## src/rtl/router_pkg.sv

```systemverilog
// Definitions shared between the router and its port sinks: header field slices,
// the sink FSM state encoding and the running-parity helper.
package router_pkg;

    localparam int LEN_MSB  = 7;
    localparam int LEN_LSB  = 2;
    localparam int ADDR_MSB = 1;
    localparam int ADDR_LSB = 0;

    typedef enum logic [1:0] {
        StIdle = 2'd0,
        StRun  = 2'd1,
        StDone = 2'd2
    } sink_state_e;

    function automatic logic [7:0] parity_xor(input logic [7:0] acc, input logic [7:0] data);
        return acc ^ data;
    endfunction

endpackage

```

## src/rtl/router_port_sink_if.sv

```systemverilog
// Router output-port FIFO handshake plus the framed byte stream re-emitted by the sink.
interface router_port_sink_if;

    logic       vld_out;
    logic [7:0] data_out;
    logic       read_enb;
    logic [7:0] byte_out;
    logic       byte_valid;
    logic       byte_sop;
    logic       byte_eop;

    // master: the router port side (drives FIFO status/data, observes the stream)
    modport master (
        output vld_out,
        output data_out,
        input  read_enb,
        input  byte_out,
        input  byte_valid,
        input  byte_sop,
        input  byte_eop
    );

    // slave: the sink that pops the FIFO and emits the framed stream
    modport slave (
        input  vld_out,
        input  data_out,
        output read_enb,
        output byte_out,
        output byte_valid,
        output byte_sop,
        output byte_eop
    );

endinterface

```

## src/rtl/sat_counter.sv

```systemverilog
// Up-counter that sticks at all-ones instead of wrapping.
module sat_counter #(
    parameter int unsigned CNT_W = 16
) (
    input  logic             clock,
    input  logic             reset,
    input  logic             inc,
    output logic [CNT_W-1:0] count
);

    always_ff @(posedge clock or posedge reset) begin
        if (reset) begin
            count <= '0;
        end else if (inc && (count != {CNT_W{1'b1}})) begin
            count <= count + 1'b1;
        end
    end

endmodule

```

## src/rtl/router_port_sink.sv

```systemverilog
// Drains one router output port packet by packet, re-emits each byte as a framed
// stream, checks parity and destination, and keeps saturating packet/error counts.
module router_port_sink
    import router_pkg::*;
#(
    parameter logic [1:0]  PORT_ID = 2'd0,
    parameter int unsigned TIMEOUT = 32,
    parameter int unsigned CNT_W   = 16
) (
    input  logic              clock,
    input  logic              reset,
    input  logic              enable,
    router_port_sink_if.slave port,
    output logic              pkt_done,
    output logic [5:0]        pkt_len,
    output logic              parity_err,
    output logic              addr_err,
    output logic              trunc_err,
    output logic [CNT_W-1:0]  pkt_count,
    output logic [CNT_W-1:0]  err_count
);

    sink_state_e state_q;
    logic [6:0]  issued_q;
    logic [6:0]  cap_idx_q;
    logic [7:0]  acc_q;
    logic [7:0]  byte_q;
    logic [5:0]  len_q;
    logic [1:0]  addr_q;
    logic        hdr_seen_q;
    logic        pop_q;
    logic [31:0] stall_q;

    logic [6:0]  limit;
    logic [6:0]  last_idx;
    logic        timeout_hit;
    logic        pop;
    logic        last_cap;
    logic        pkt_ok;
    logic        inc_pkt;
    logic        inc_err;

    // Until the header is in hand only header + parity are known to exist, so at most
    // two pops may be in flight; after that the real length bounds the issue count.
    always_comb begin
        limit       = hdr_seen_q ? ({1'b0, len_q} + 7'd2) : 7'd2;
        last_idx    = {1'b0, len_q} + 7'd1;
        timeout_hit = (state_q == StRun) && (stall_q >= TIMEOUT);
        pop         = (state_q == StRun) && port.vld_out && (issued_q < limit) && !timeout_hit;
        last_cap    = pop_q && hdr_seen_q && (cap_idx_q == last_idx);
    end

    assign port.read_enb   = pop;
    assign port.byte_valid = pop_q;
    assign port.byte_out   = pop_q ? port.data_out : byte_q;
    assign port.byte_sop   = pop_q && !hdr_seen_q;
    assign port.byte_eop   = last_cap;

    always_ff @(posedge clock or posedge reset) begin
        if (reset) begin
            state_q    <= StIdle;
            issued_q   <= '0;
            cap_idx_q  <= '0;
            acc_q      <= '0;
            byte_q     <= '0;
            len_q      <= '0;
            addr_q     <= '0;
            hdr_seen_q <= 1'b0;
            pop_q      <= 1'b0;
            stall_q    <= '0;
            pkt_done   <= 1'b0;
            pkt_len    <= '0;
            parity_err <= 1'b0;
            addr_err   <= 1'b0;
            trunc_err  <= 1'b0;
        end else begin
            pop_q    <= pop;
            pkt_done <= 1'b0;
            unique case (state_q)
                StIdle: begin
                    issued_q   <= '0;
                    cap_idx_q  <= '0;
                    acc_q      <= '0;
                    hdr_seen_q <= 1'b0;
                    stall_q    <= '0;
                    if (enable && port.vld_out) begin
                        state_q <= StRun;
                    end
                end
                StRun: begin
                    if (pop) begin
                        issued_q <= issued_q + 7'd1;
                        stall_q  <= '0;
                    end else if (!port.vld_out && !pop_q) begin
                        stall_q <= stall_q + 32'd1;
                    end
                    if (pop_q) begin
                        byte_q    <= port.data_out;
                        cap_idx_q <= cap_idx_q + 7'd1;
                        if (!hdr_seen_q) begin
                            len_q      <= port.data_out[LEN_MSB:LEN_LSB];
                            addr_q     <= port.data_out[ADDR_MSB:ADDR_LSB];
                            acc_q      <= port.data_out;
                            hdr_seen_q <= 1'b1;
                        end else if (last_cap) begin
                            parity_err <= (port.data_out != acc_q);
                            addr_err   <= (addr_q != PORT_ID);
                            trunc_err  <= 1'b0;
                            pkt_len    <= len_q;
                            pkt_done   <= 1'b1;
                            state_q    <= StDone;
                        end else begin
                            acc_q <= parity_xor(acc_q, port.data_out);
                        end
                    end else if (timeout_hit) begin
                        // Abandon the packet; whatever is left in the FIFO stays there.
                        parity_err <= 1'b0;
                        addr_err   <= hdr_seen_q && (addr_q != PORT_ID);
                        trunc_err  <= 1'b1;
                        pkt_len    <= hdr_seen_q ? len_q : 6'd0;
                        pkt_done   <= 1'b1;
                        state_q    <= StDone;
                    end
                end
                StDone: begin
                    state_q <= StIdle;
                end
                default: begin
                    state_q <= StIdle;
                end
            endcase
        end
    end

    // Flags were registered on entry to DONE, so they are stable for the counter update.
    assign pkt_ok  = !(parity_err || addr_err || trunc_err);
    assign inc_pkt = (state_q == StDone) && pkt_ok;
    assign inc_err = (state_q == StDone) && !pkt_ok;

    sat_counter #(
        .CNT_W (CNT_W)
    ) u_pkt_counter (
        .clock (clock),
        .reset (reset),
        .inc   (inc_pkt),
        .count (pkt_count)
    );

    sat_counter #(
        .CNT_W (CNT_W)
    ) u_err_counter (
        .clock (clock),
        .reset (reset),
        .inc   (inc_err),
        .count (err_count)
    );

endmodule

```

## src/flat_wrapper.sv

```systemverilog
// flat-port wrapper written by rule: the top's interface ports become plain ports
module router_port_sink_flat import router_pkg::*;
#(
    parameter logic [1:0]  PORT_ID = 2'd0,
    parameter int unsigned TIMEOUT = 32,
    parameter int unsigned CNT_W   = 16
)
  (clock, reset, enable, pkt_done, pkt_len, parity_err, addr_err, trunc_err, pkt_count, err_count, port_vld_out, port_data_out, port_read_enb, port_byte_out, port_byte_valid, port_byte_sop, port_byte_eop);
  router_port_sink_if port_i ();
  input  logic clock;
  input  logic reset;
  input  logic enable;
  output logic pkt_done;
  output logic [5:0] pkt_len;
  output logic parity_err;
  output logic addr_err;
  output logic trunc_err;
  output logic [CNT_W-1:0] pkt_count;
  output logic [CNT_W-1:0] err_count;
  input wire logic [$bits(port_i.vld_out)-1:0] port_vld_out;
  input wire logic [$bits(port_i.data_out)-1:0] port_data_out;
  output wire logic [$bits(port_i.read_enb)-1:0] port_read_enb;
  output wire logic [$bits(port_i.byte_out)-1:0] port_byte_out;
  output wire logic [$bits(port_i.byte_valid)-1:0] port_byte_valid;
  output wire logic [$bits(port_i.byte_sop)-1:0] port_byte_sop;
  output wire logic [$bits(port_i.byte_eop)-1:0] port_byte_eop;
  assign port_i.vld_out = port_vld_out;
  assign port_i.data_out = port_data_out;
  assign port_read_enb = port_i.read_enb;
  assign port_byte_out = port_i.byte_out;
  assign port_byte_valid = port_i.byte_valid;
  assign port_byte_sop = port_i.byte_sop;
  assign port_byte_eop = port_i.byte_eop;
  router_port_sink #(.PORT_ID(PORT_ID), .TIMEOUT(TIMEOUT), .CNT_W(CNT_W)) u_core (.clock(clock), .reset(reset), .enable(enable), .port(port_i), .pkt_done(pkt_done), .pkt_len(pkt_len), .parity_err(parity_err), .addr_err(addr_err), .trunc_err(trunc_err), .pkt_count(pkt_count), .err_count(err_count));
endmodule
```

## config.mk

```make
export PLATFORM = sky130hd
export DESIGN_NAME = router_port_sink_flat
export DESIGN_NICKNAME = d
export VERILOG_FILES = /design/src/rtl/router_pkg.sv /design/src/rtl/router_port_sink_if.sv /design/src/rtl/sat_counter.sv /design/src/rtl/router_port_sink.sv /design/src/flat_wrapper.sv
export SDC_FILE = /design/constraint.sdc
export NUM_CORES = 1
export LEC_CHECK = 0
export BUFFER_PORTS_ARGS = -buffer_cell sky130_fd_sc_hd__buf_2
export CORE_AREA = 5 5 110 112
export CTS_BUF_LIST = sky130_fd_sc_hd__clkbuf_4 sky130_fd_sc_hd__clkbuf_8 sky130_fd_sc_hd__clkbuf_16
export DETAILED_ROUTE_END_ITERATION = 8
export DIE_AREA = 0 0 115 117
export PLACE_DENSITY_LB_ADDON = 0.08
export SYNTH_ARGS = -nofsm -noshare
export SYNTH_HDL_FRONTEND = slang
export SYNTH_SLANG_ARGS = --single-unit
```

## constraint.sdc

```tcl
create_clock -name clock -period 5.2 [get_ports clock]
set_input_delay 1.04 -clock clock [delete_from_list [all_inputs] [get_ports clock]]
set_output_delay 1.04 -clock clock [all_outputs]
set_load 0.02 [all_outputs]
```

Word level (Yosys, flattened, before mapping):

Cells that the tools add are included.

* magnitude comparators: 2
* equality and inequality tests: 16
* reductions and logical operators: 32
* bitwise gates (word level): 2
* add/sub/neg operators: 7
* multiplexer cells: 43

Operators with widths (number)
* two-way mux 32 bit: 2
* case mux 32 bit (2 select lines): 1
* adder 16 x 1 -> 16 bit, second input constant: 2
* adder 32 x 1 -> 32 bit, second input constant: 1
* >= comparator 32 x 6 -> 1 bit, second input constant: 1
* two-way mux 8 bit: 4
* inequality test 16 bit, second input constant: 2
* two-way mux 6 bit: 5
* case mux 7 bit (2 select lines): 2
* two-way mux 7 bit: 3
* two-way mux 1 bit: 18
* case mux 8 bit (2 select lines): 1
* adder 7 x 1 -> 7 bit, second input constant: 2
* logical AND 1 bit: 14
* two-way mux 2 bit: 5
* inequality test 2 x 1 -> 1 bit, second input constant: 4
* inequality test 8 bit: 1
* AND reduction 4 bit: 2
* XOR 8 bit: 1
* adder 6 x 1 -> 7 bit, second input constant: 1
* adder 6 x 2 -> 7 bit, second input constant: 1
* == test 7 bit: 1
* less-than comparator 7 bit: 1
* inequality test 3 x 2 -> 1 bit, second input constant: 2
* other kinds (14): 25

* logic and storage cells: 119
* bits in registers: 116
* input port bits: 12
* output and inout bits: 54

Logic depth before layout (Yosys ltp):

Gate-level depths: netlist of the first run.

* depth after elaboration: 7
* gate-level depth with buffers: 12
* depth with buffers taken out: 11

Modules after synthesis:

Synthesis of the first run repeated with hierarchy kept, for this count alone.

* cells, all modules: 690
* area, all modules: 6468.7 µm²

Modules (own cells, without submodules)
* router_port_sink: instances 1, cells each 548, area each 4857.2 µm², seq. area each 2102.0 µm²
* sat_counter: instances 2, cells each 71, area each 805.8 µm², seq. area each 400.4 µm²

Least setup slack after synthesis of the first run:

No wires, ideal clock.

* path type: reg-to-output
* start: reg u_core.hdr_seen_q
* end: out port_read_enb
* data arrival time: 2065 ps
* required time: 4160 ps
* path slack: 2095 ps
* stages on the path, launching flop included: 9
* buffers on the path: 2
* path through: dfrtp_1 > clkbuf_1 > and2_1 > nand2_1 > ha_1 > a2111oi_4 > nand2_2 > clkbuf_1 > inv_1

* cells in the longest elaborated chain, start to end: 4

Ends and longest elaborated chain
* from (decl): RTL line router_port_sink.sv:30 `logic hdr_seen_q;`
* from (signal assigned): RTL line router_port_sink.sv:68 `hdr_seen_q <= 1'b0;`
* from (signal assigned): RTL line router_port_sink.sv:84 `hdr_seen_q <= 1'b0;`
* from (signal assigned): RTL line router_port_sink.sv:104 `hdr_seen_q <= 1'b1;`
* two-way mux 7 bit: RTL line router_port_sink.sv:46 `limit = hdr_seen_q ? ({1'b0, len_q} + 7'd2) : 7'd2;`
* less-than comparator 7 bit: RTL line router_port_sink.sv:49 `pop = (state_q == StRun) && port.vld_out && (issued_q < limit) && !timeout_hit;`
* logical AND 1 bit (2 in a row): RTL line router_port_sink.sv:49
* to (decl): RTL line flat_wrapper.sv:22 `output wire logic [$bits(port_i.read_enb)-1:0] port_read_enb;`

No other way between the ends.

Final worst setup path of the first run:

* start: reg u_core.len_q[2]
* end: out port_read_enb

* cells in the longest elaborated chain, start to end: 5

Ends and longest elaborated chain
* from (decl): RTL line router_port_sink.sv:28 `logic [5:0] len_q;`
* from (signal assigned): RTL line router_port_sink.sv:101 `len_q <= port.data_out[LEN_MSB:LEN_LSB];`
* adder 6 x 2 -> 7 bit: RTL line router_port_sink.sv:46
* two-way mux 7 bit: RTL line router_port_sink.sv:46
* less-than comparator 7 bit: RTL line router_port_sink.sv:49
* logical AND 1 bit (2 in a row): RTL line router_port_sink.sv:49

No other way between the ends.

==> results of run 1 <==
synth_stat cells (all sizes together) (18+ instances only):
library cell  instances
a31oi                22
o21ai                53
nand3                27
dfrtp               116
a21oi                23
clkbuf               24
nor3                 18
inv                  22
nor2                 42
nand4                25
xnor2                37
and3                 24
nand2               111
mux2                 19
placed cells by master (no fill, tap or decap), types with 4 or more instances in the layout:
cell and n:
xor2_1 11, mux2_2 18, nand4_1 25, dfrtp_1 116, or4_1 6, ha_1 14, nor4b_1 7, nor2_1 42
and3_1 24, a31oi_1 22, xnor2_1 37, a221o_1 5, nor3_1 17, a22o_1 4, nand3_1 27, clkbuf_16 17
and4_1 8, o21ai_0 53, o211ai_1 9, nor4_1 8, buf_2 65, o31ai_1 12, inv_1 21, clkinv_2 5
nand2_1 110, a21oi_1 23
logic make-up (layout without fill, tap and decap cells):
logic type / after synthesis / after routing / synth area share, %
DFF: 116 / 116 / 45.6
AOI/OAI and AO/OA: 149 / 149 / 15.1
adders and majority gates: 14 / 14 / 2.75
xor gates and xnor gates: 48 / 48 / 6.61
and+or+nand+nor: 293 / 293 / 23.1
buffers and inverters: 52 / 122 / 3.32
muxes: 20 / 20 / 3.52
power by group:
group / internal [uW] / switching (uW)
registers: 1070 / 233
logic: 475 / 788
clock network: 789 / 402
total: 2340 / 1420
worst max-delay path: stages (launching register included):
cell	delay (ns)
dfrtp_1	0.47
ha_1	0.27
nand3_1	0.11
xnor2_1	0.15
nand2_1	0.07
ha_1	0.23
a2111oi_4	0.40
nand2_2	0.25
inv_1	0.12
buf_2	0.17
final timing paths:
kind / start / end / slack (ns) / depth (start not counted)
worst max-delay path: u_core.len_q[2] / port_read_enb / 1.52 / 9
worst min-delay path: u_core.byte_q[4] / u_core.byte_q[4] / 0.48 / 2
worst max register to register: u_core.len_q[2] / u_core.stall_q[11] / 1.86 / 9
worst min register to register: u_core.byte_q[4] / u_core.byte_q[4] / 0.48 / 2
max in group asynchronous: reset / u_core.issued_q[1] / 3.28 / 3
min in group asynchronous: reset / u_core.u_pkt_counter.count[13] / 0.86 / 2
layer usage:
layer,vias up,global-route usage [%]
met5,-,0
met4,0,8.37
met3,27,5.60
met2,153,39.9
met1,2723,31.8
li1,2636,-
cell type report:
type,count,area share [%]
flip-flops and latches,116,39.4
clock inverters,10,1.77
multi-input cells,524,44.1
repair buffers,68,4.72
well taps,143,2.43
inverters,22,1.15
clock buffers,22,6.45
metrics by stage:
stage / hold slack, ns / utilization (%) / std cells
after floorplan: 0.442 / - / 692
after global placement: 0.454 / 60.8 / 873
after detailed placement: 0.463 / 60.8 / 873
after CTS: 0.477 / 66.3 / 905
after global routing: 0.496 / 66.3 / 905
final: 0.480 / 66.3 / 905
flip-flops by register name (all words and copies together) (netlist names):
| signal | flops |
|---|---|
| u_core.cap_idx_q | 7 |
| u_core.addr_q | 2 |
| u_core.u_err_counter.count | 16 |
| u_core.issued_q | 7 |
| u_core.stall_q | 32 |
| u_core.acc_q | 8 |
| u_core.pkt_len | 6 |
| u_core.hdr_seen_q | 1 |
| u_core.byte_q | 8 |
| u_core.len_q | 6 |
| u_core.parity_err | 1 |
| u_core.u_pkt_counter.count | 16 |
| u_core.trunc_err | 1 |
| u_core.state_q | 2 |
| u_core.port.byte_valid | 1 |
| u_core.pkt_done | 1 |
| u_core.addr_err | 1 |
==> summary.md, run 1 <==
| Metric | Value |
|---|---|
| Total leakage power | `0.00333 uW` |
| Post-synth EDFFs | `0` |
| Root Buffer | `clkbuf_16` |
| Core Rows | `39` |
| Fin nets | `775` |
| H-tree levels | `4` |
| Status | `completed` |
| Top_reg_cell synth | `dfrtp_1` |
| Cells after Synth | `692` |
| Pwr Total | `3760 uW` |
| Max Cap Viol | `0` |
| Post_cts resized | `0` |
| Filler instances | `895` |
| Final worst-path cycle share | `70.7%` |
| First-pass GRT wire length | `26.0 mm` |
| Critical setup path kind | `register to primary output` |
| DP Area | `6770 um^2` |
| Diode count | `0` |
| Area growth, synth to finish | `15.9%` |
| Final ANT Viol Nets | `0` |
| CTS sink cnt | `116` |
| Data required, critical path | `4.16 ns` |
| Seq/Total Area, Yosys | `45.6%` |
| Post-route met1 wirelength | `6.83 mm` |
| Wire length per cell | `17.1 um` |
| CTS buffer count | `17` |
| Port buffer count | `65` |
| Slew headroom | `19.2%` |
| RSZ-0062 raised after global routing | `no` |
| Worst-margin pin slew | `1.21 ns` |
| Initial Util | `57.2%` |
| Layout Cell Area excl Fill | `7370 um^2` |
| Die area | `13500 um^2` |
| Vias in the first global route | `5360` |
| DR pass1 iterations | `7` |
| Mapped Nets | `718` |
| Yosys cell types | `54` |
| Met2 routed WL | `7.53 mm` |
| Mapped cell area | `6360 um^2` |
| Peak VDD IR | `0.000431 V` |
| Ys async rst share | `100%` |
| CTS tree | `built` |
| Initial antenna violation count | `0` |
| Area occupied by multi-input gates | `3250 um^2` |
| Vias per inst | `6.12` |
| #FFs+latches synth | `116` |
| Count of final setup violators | `0` |
| Yosys synthesis warning count | `0` |
| Width of the die | `115 um` |
| Crit end category | `primary output` |
| Hold bufs inserted after CTS | `0` |
| Final WL | `15.5 mm` |
| Setup bufs post-CTS | `0` |
| Top post-synthesis cells by area | `dfrtp_1, nand2_1, xnor2_1, o21ai_0, mux2_2` |
| Crit path launch type | `register` |
| Fin crit period | `3.68 ns` |
| Post-detail-place hpwl | `10.5 mm` |
| Post-synth top area share | `45.6%` |
| Gpl congestion | `0.903` |
| Worst setup margin | `1.52 ns` |
| Maximum clock rate | `272 MHz` |
| Grt ovf | `0` |
| Largest net degree at the start of global routing | `79` |
| GRT Total Usage | `24.3%` |
| # DRC | `0` |
| Pre-CTS setup slack | `1.90 ns` |
| Worst skew pair latency | `0.41 ns` |
| Setup Skew | `0.00950 ns` |
| Max clock buf depth | `2` |
| Hold Crit Class | `register to register` |
| Worst-path maximum fanout | `15` |
| Mean Syn Cell Area | `9.19 um^2` |
| Final Hold Fails | `0` |
| Cell taking the most area after synthesis | `dfrtp_1` |
| Slew Limit Fails | `0` |
| Setup TNS | `0 ns` |
| DR WL met3 | `837 um` |
| Reg clk slew, reported paths | `0.05 ns` |
| Uppermost layer routed | `met4` |
| CP arrival | `2.64 ns` |
| Io pins | `66` |
| Power Dens Cells | `510 nW/um^2` |
| Vias | `5539` |
| DR iter-0 viols | `431` |
| Die Y | `117 um` |
| Register area | `2900 um^2` |
| Layout cells sized above 1 | `16.4%` |
| Core Box Area | `11100 um^2` |
No activity file was read; power rests on OpenSTA's default activity.
==> run 2: changes to the inputs <==
--- a/config.mk
+++ b/config.mk
@@ -6,10 +6,10 @@
 export NUM_CORES = 1
 export LEC_CHECK = 0
 export BUFFER_PORTS_ARGS = -buffer_cell sky130_fd_sc_hd__buf_2
-export CORE_AREA = 5 5 110 112
+export CORE_AREA = 5 5 115 117
 export CTS_BUF_LIST = sky130_fd_sc_hd__clkbuf_4 sky130_fd_sc_hd__clkbuf_8 sky130_fd_sc_hd__clkbuf_16
 export DETAILED_ROUTE_END_ITERATION = 8
-export DIE_AREA = 0 0 115 117
+export DIE_AREA = 0 0 120 122
 export PLACE_DENSITY_LB_ADDON = 0.08
 export SYNTH_ARGS = -nofsm -noshare
 export SYNTH_HDL_FRONTEND = slang
==> constraint.sdc (replaced) <==
create_clock -name clock -period 3.2 [get_ports clock]
set_input_delay 0.64 -clock clock [delete_from_list [all_inputs] [get_ports clock]]
set_output_delay 0.64 -clock clock [all_outputs]
set_load 0.02 [all_outputs]
==> summary.md, run 2 (synthesized netlist as in run 1, its figures left out) <==
| Metric | Value |
|---|---|
| CP arrival | `2.41 ns` |
| Gpl congestion | `0.853` |
| Met2 Usage GRT | `39.3%` |
| GRT Total Usage | `23.2%` |
| CTS sink cnt | `116` |
| Core Box Area | `12300 um^2` |
| H-tree levels | `4` |
| Peak VDD IR | `0.000621 V` |
| Critical setup path kind | `register to primary output` |
| CTS buffer count | `17` |
| Hold bufs inserted after CTS | `0` |
| Largest register FFs | `32` |
| Maximum clock rate | `327 MHz` |
| Width of the die | `120 um` |
| Area growth, synth to finish | `19.9%` |
| Reg-to-Reg End | `u_core.stall_q[17]` |
| Reg2reg start | `u_core.len_q[2]` |
| Final ANT Viol Nets | `0` |
| Power Dens Cells | `850 nW/um^2` |
| Initial antenna violation count | `0` |
| Layout Cell Area excl Fill | `7630 um^2` |
| Final Hold Fails | `0` |
| Crit path launch type | `register` |
| Vias per inst | `5.96` |
| Post-detail-place hpwl | `10.8 mm` |
| DR iter-0 viols | `412` |
| Setup Skew | `0.0157 ns` |
| Slew Limit Fails | `0` |
| Data required, critical path | `2.56 ns` |
| Wire length per cell | `17.6 um` |
| Worst skew pair latency | `0.42 ns` |
| Worst setup margin | `0.146 ns` |
| Hold Crit Class | `primary input to async pin` |
| Initial Util | `51.9%` |
| Grt ovf | `0` |
| Worst-margin pin slew | `0.948 ns` |
| Top reg by flops | `u_core.stall_q` |
| Die Y | `122 um` |
| Final worst-path cycle share | `95.4%` |
| Port buffer count | `65` |
| Core Rows | `41` |
| Diode count | `0` |
| Max clock buf depth | `2` |
| Most frequent cells in the layout | `dfrtp_1, nand2_1, buf_2, o21ai_0, nor2_1` |
| CP max-delay cell | `or4_4` |
| Layout cells sized above 1 | `19.5%` |
| DP Area | `6890 um^2` |
| Grt peak-use layer | `met2` |
| Placed Cells | `893` |
| Die area | `14600 um^2` |
| Vias in the first global route | `5363` |
| Slew headroom | `36.3%` |
| Worst-path maximum fanout | `7` |
| Reg clk slew, reported paths | `0.05 ns` |
| Met3 usage | `5.15%` |
| Crit-path cells | `ha_4 > nand4b_1 > a2111oi_2 > nand2_1 > or4_4 > inv_1 > buf_2` |
| CTS tree | `built` |
| Io pins | `66` |
| First-pass GRT wire length | `27.1 mm` |
| Vias | `5570` |
| # DRC | `0` |
| Slack of the worst reg-to-reg path | `0.42 ns` |
| Count of final setup violators | `0` |
| DR pass1 iterations | `5` |
| Total leakage power | `0.00345 uW` |
| Hold_ws | `0.381 ns` |
| Pwr Total | `6480 uW` |
| Reg2reg path depth | `13` |
| Met1 Track Usage GR | `29.2%` |
| Final Non-Filler Cells | `934` |
| Root Buffer | `clkbuf_16` |
| Fin nets | `797` |
| Status | `completed` |
| Max Cap Viol | `0` |
| Pre-CTS setup slack | `0.363 ns` |
| Top Registers | `u_core.stall_q: 32 flops, u_core.u_err_counter.count: 16 flops, u_core.u_pkt_counter.count: 16 flops` |
| Crit end category | `primary output` |
| Most common cell after layout, fill and taps aside | `dfrtp_1` |
| Final WL | `16.4 mm` |
| Slowest Stage Delay on Critical Path | `0.53 ns` |
| Largest net degree at the start of global routing | `117` |
| Fin crit period | `3.05 ns` |
==> run 2: changes by cell type in the layout (fill, tap and decap cells not counted), sizes merged <==
cell,previous run,this run
buf,68,90
bufinv,3,4
clkbuf,22,23
clkinv,5,4
inv,22,21
==> run 2: metal layers <==
layer	up-vias	wire length, um
met4	0	182
met3	19	748
met2	166	8420
met1	2698	7070
li1	2687	-
met5	-	0
==> run 2: layout make-up <==
cell class / count / area (um^2)
inverters: 22 / 86.3
repair buffers: 90 / 526
multi-input cells: 524 / 3270
well taps: 150 / 188
clock inverters: 9 / 148
clock buffers: 23 / 502
flip-flops and latches: 116 / 2910
fillers: 1024 / 4630
==> run 2: how the worst max path moves through the flow <==
stage                                 start             to  slack, ns  cells past startpoint
after floorplan           u_core.hdr_seen_q  port_read_enb       0.49                      8
after global placement      u_core.len_q[0]  port_byte_eop       0.39                      7
after detailed placement    u_core.len_q[2]  port_read_enb       0.36                      9
after CTS                   u_core.len_q[0]  port_byte_eop      0.005                      7
after global routing        u_core.len_q[2]  port_read_enb      -0.02                     11
final                       u_core.len_q[0]  port_byte_eop       0.15                      7
==> run 2: power breakdown <==
part           total (uW)  internal, uW  switching, uW
logic                2330           910           1420
registers            2080          1750            326
clock network        2080          1410            669
total                6480          4070           2420
==> run 2: what timing repair did <==
item	4_1_cts	5_1_grt
setup endpoints to repair	2	2
buffers inserted	1	8
resized for setup	4	4
pin swaps	2	5
==> run 2: critical path, delay by kind of cell, from the launching register on <==
kind / cells / cell delay, ns
fa+ha+maj: 1 / 0.18
buf+inv: 2 / 0.22
flops: 1 / 0.46
compound gates: 1 / 0.40
simple gates: 3 / 0.72
==> run 2: stage by stage <==
| step | util [%] | setup TNS, ns |
|---|---|---|
| 2_1_floorplan | - | 0 |
| 3_3_place_gp | 56.2 | 0 |
| 3_5_place_dp | 56.2 | 0 |
| 4_1_cts | 61.6 | 0 |
| 5_1_grt | 62.2 | -0.0159 |
| 6_report | 62.2 | 0 |
==> run 3: changes to the inputs <==
--- a/config.mk
+++ b/config.mk
@@ -6,10 +6,10 @@
 export NUM_CORES = 1
 export LEC_CHECK = 0
 export BUFFER_PORTS_ARGS = -buffer_cell sky130_fd_sc_hd__buf_2
-export CORE_AREA = 5 5 115 117
+export CORE_AREA = 5 5 89 152
 export CTS_BUF_LIST = sky130_fd_sc_hd__clkbuf_4 sky130_fd_sc_hd__clkbuf_8 sky130_fd_sc_hd__clkbuf_16
 export DETAILED_ROUTE_END_ITERATION = 8
-export DIE_AREA = 0 0 120 122
+export DIE_AREA = 0 0 94 157
 export PLACE_DENSITY_LB_ADDON = 0.08
 export SYNTH_ARGS = -nofsm -noshare
 export SYNTH_HDL_FRONTEND = slang
==> summary.md, run 3 (synthesized netlist as in run 1, its figures left out) <==
| Metric | Value |
|---|---|
| Status | `completed` |
| Critical setup path kind | `register to primary output` |
| Data required, critical path | `2.56 ns` |
| Pwr Total | `6300 uW` |
| Wire length per cell | `17.6 um` |
| H-tree levels | `4` |
| Initial antenna violation count | `0` |
| GRT Total Usage | `23.6%` |
| Worst skew pair latency | `0.41 ns` |
| Port buffer count | `65` |
| Setup TNS | `0 ns` |
| Worst-margin pin slew | `0.991 ns` |
| Logic pwr share | `36.9%` |
| Total leakage power | `0.00341 uW` |
| Layout cells sized above 1 | `19.0%` |
| DR iter-0 viols | `291` |
| Final WL | `16.6 mm` |
| Die area | `14800 um^2` |
| Peak VDD IR | `0.000523 V` |
| Vias in the first global route | `5667` |
| Met2 Usage GRT | `44.1%` |
| Top Registers | `u_core.stall_q: 32 flops, u_core.u_err_counter.count: 16 flops, u_core.u_pkt_counter.count: 16 flops` |
| RSZ-0062 raised after global routing | `yes` |
| Crit path launch type | `register` |
| Maximum clock rate | `322 MHz` |
| CTS tree | `built` |
| Met1 Track Usage GR | `26.3%` |
| Top reg by flops | `u_core.stall_q` |
| Final ANT Viol Nets | `0` |
| Hold bufs inserted after CTS | `0` |
| Slew Limit Fails | `0` |
| Width of the die | `94 um` |
| CP arrival | `2.46 ns` |
| Met3 usage | `4.16%` |
| Area occupied by multi-input gates | `3270 um^2` |
| Largest net degree at the start of global routing | `77` |
| Die Y | `157 um` |
| CTS buffer count | `17` |
| Switching part of the total | `38.1%` |
| # DRC | `0` |
| Internal | `3900 uW` |
| Grt ovf | `0` |
| First-pass GRT wire length | `28.0 mm` |
| Setup Skew | `0.0111 ns` |
| Most frequent cells in the layout | `dfrtp_1, nand2_1, buf_2, o21ai_0, nor2_1` |
| Initial Util | `52.7%` |
| Reg clk slew, reported paths | `0.05 ns` |
| DR pass1 iterations | `5` |
| Vias per inst | `5.99` |
| Gpl congestion | `0.848` |
| Core Box Area | `12100 um^2` |
| Hold_ws | `0.384 ns` |
| Count of final setup violators | `0` |
| Final Non-Filler Cells | `945` |
| Diode count | `0` |
| Most common cell after layout, fill and taps aside | `dfrtp_1` |
| Max Cap Viol | `0` |
| Max clock buf depth | `2` |
| Worst-path maximum fanout | `9` |
| CP max-delay cell | `dfrtp_2` |
| Placed Cells | `908` |
| Register area | `2910 um^2` |
| CTS sink cnt | `116` |
| Slowest Stage Delay on Critical Path | `0.45 ns` |
| Io pins | `66` |
| Power Dens Cells | `833 nW/um^2` |
| Final Hold Fails | `0` |
| Core Rows | `53` |
| Largest register FFs | `32` |
| Filler instances | `1058` |
| Final worst-path cycle share | `97.0%` |
| Area growth, synth to finish | `18.8%` |
| Crit end category | `primary output` |
| Final Util | `62.6%` |
| Fin nets | `795` |
| Root Buffer | `clkbuf_16` |
| Switching pwr | `2400 uW` |
| Seq pwr share | `32.9%` |
| Slew headroom | `33.9%` |
| Hold Crit Class | `primary input to async pin` |
| Grt peak-use layer | `met2` |
| CP Buf/Inv Count | `2` |
| Fin crit period | `3.10 ns` |
| Clock share of power | `30.2%` |
| Post-detail-place hpwl | `11.8 mm` |
| Vias | `5657` |
| CP delay by family, top | `flip-flops` |
| Crit-path cells | `nand3_1 > xnor2_1 > nand2_1 > ha_1 > a211oi_1 > o21ai_0 > nand2_2 > nand2_4 > inv_1 > buf_2` |
-- run 3: path summary, 6_finish.rpt --
path,depth (start not counted),endpoint,slack (ns),from
max,10,port_read_enb,0.1,u_core.len_q[3]
min,3,u_core.u_err_counter.count[4],0.38,reset
max reg2reg,11,u_core.stall_q[17],0.38,u_core.len_q[2]
min reg2reg,2,u_core.byte_q[7],0.47,u_core.byte_q[7]
max in group asynchronous,3,u_core.len_q[2],1.90,reset
min in group clock,2,u_core.byte_q[7],0.47,u_core.byte_q[7]
-- run 3: power groups by stage --
| stage | registers, uW | logic, uW | clock network, uW |
|---|---|---|---|
| CTS | 2060 | 2260 | 1930 |
| global placement | 2070 | 2130 | 0 |
| global route | 2120 | 2570 | 2010 |
| finish | 2070 | 2320 | 1900 |
| detailed placement | 2090 | 2190 | 0 |
| floorplan | 2040 | 1570 | 0 |
-- run 3: what timing repair did --
action                                  4_1_cts  5_1_grt
buffers inserted                              2        5
endpoints found under the hold margin         0        0
endpoints found under the setup margin        2        2
resized for setup                             5        4
pin swaps                                     3        2
gates cloned                                  0        0
-- run 3: cell type report --
cell class                      instances  share of cell area (%)
Clock inverter                         10                    1.77
Tap cell                              165                    2.73
Timing Repair Buffer                   88                    6.59
Sequential cell                       116                    38.5
Multi-Input combinational cell        524                    43.3
Clock buffer                           20                    6.01
Inverter                               22                    1.14
-- run 3: metal layers --
metal,part of all wire (%),up-vias
met1,39,2806
met2,55,140
met5,0,-
met4,2.4,0
met3,3.3,36
li1,-,2675
-- run 3: through the flow --
step	instance area (um^2)	setup WS (ns)
4_1_cts	7510	0.00530
3_5_place_dp	6890	0.342
5_1_grt	7560	-0.0625
2_1_floorplan	6360	0.495
6_report	7560	0.0976
3_3_place_gp	6890	0.372
-- run 3: worst register-to-register path, cell delays in order (launching register included) --
cell      delay, ns
dfrtp_2        0.42
ha_2           0.23
nand3_1        0.10
xnor2_1        0.16
nand2_1        0.08
ha_1           0.28
o211ai_1       0.08
nor2_1         0.21
nand2_2        0.12
a21boi_1       0.46
nand2_1        0.19
o311ai_0       0.36
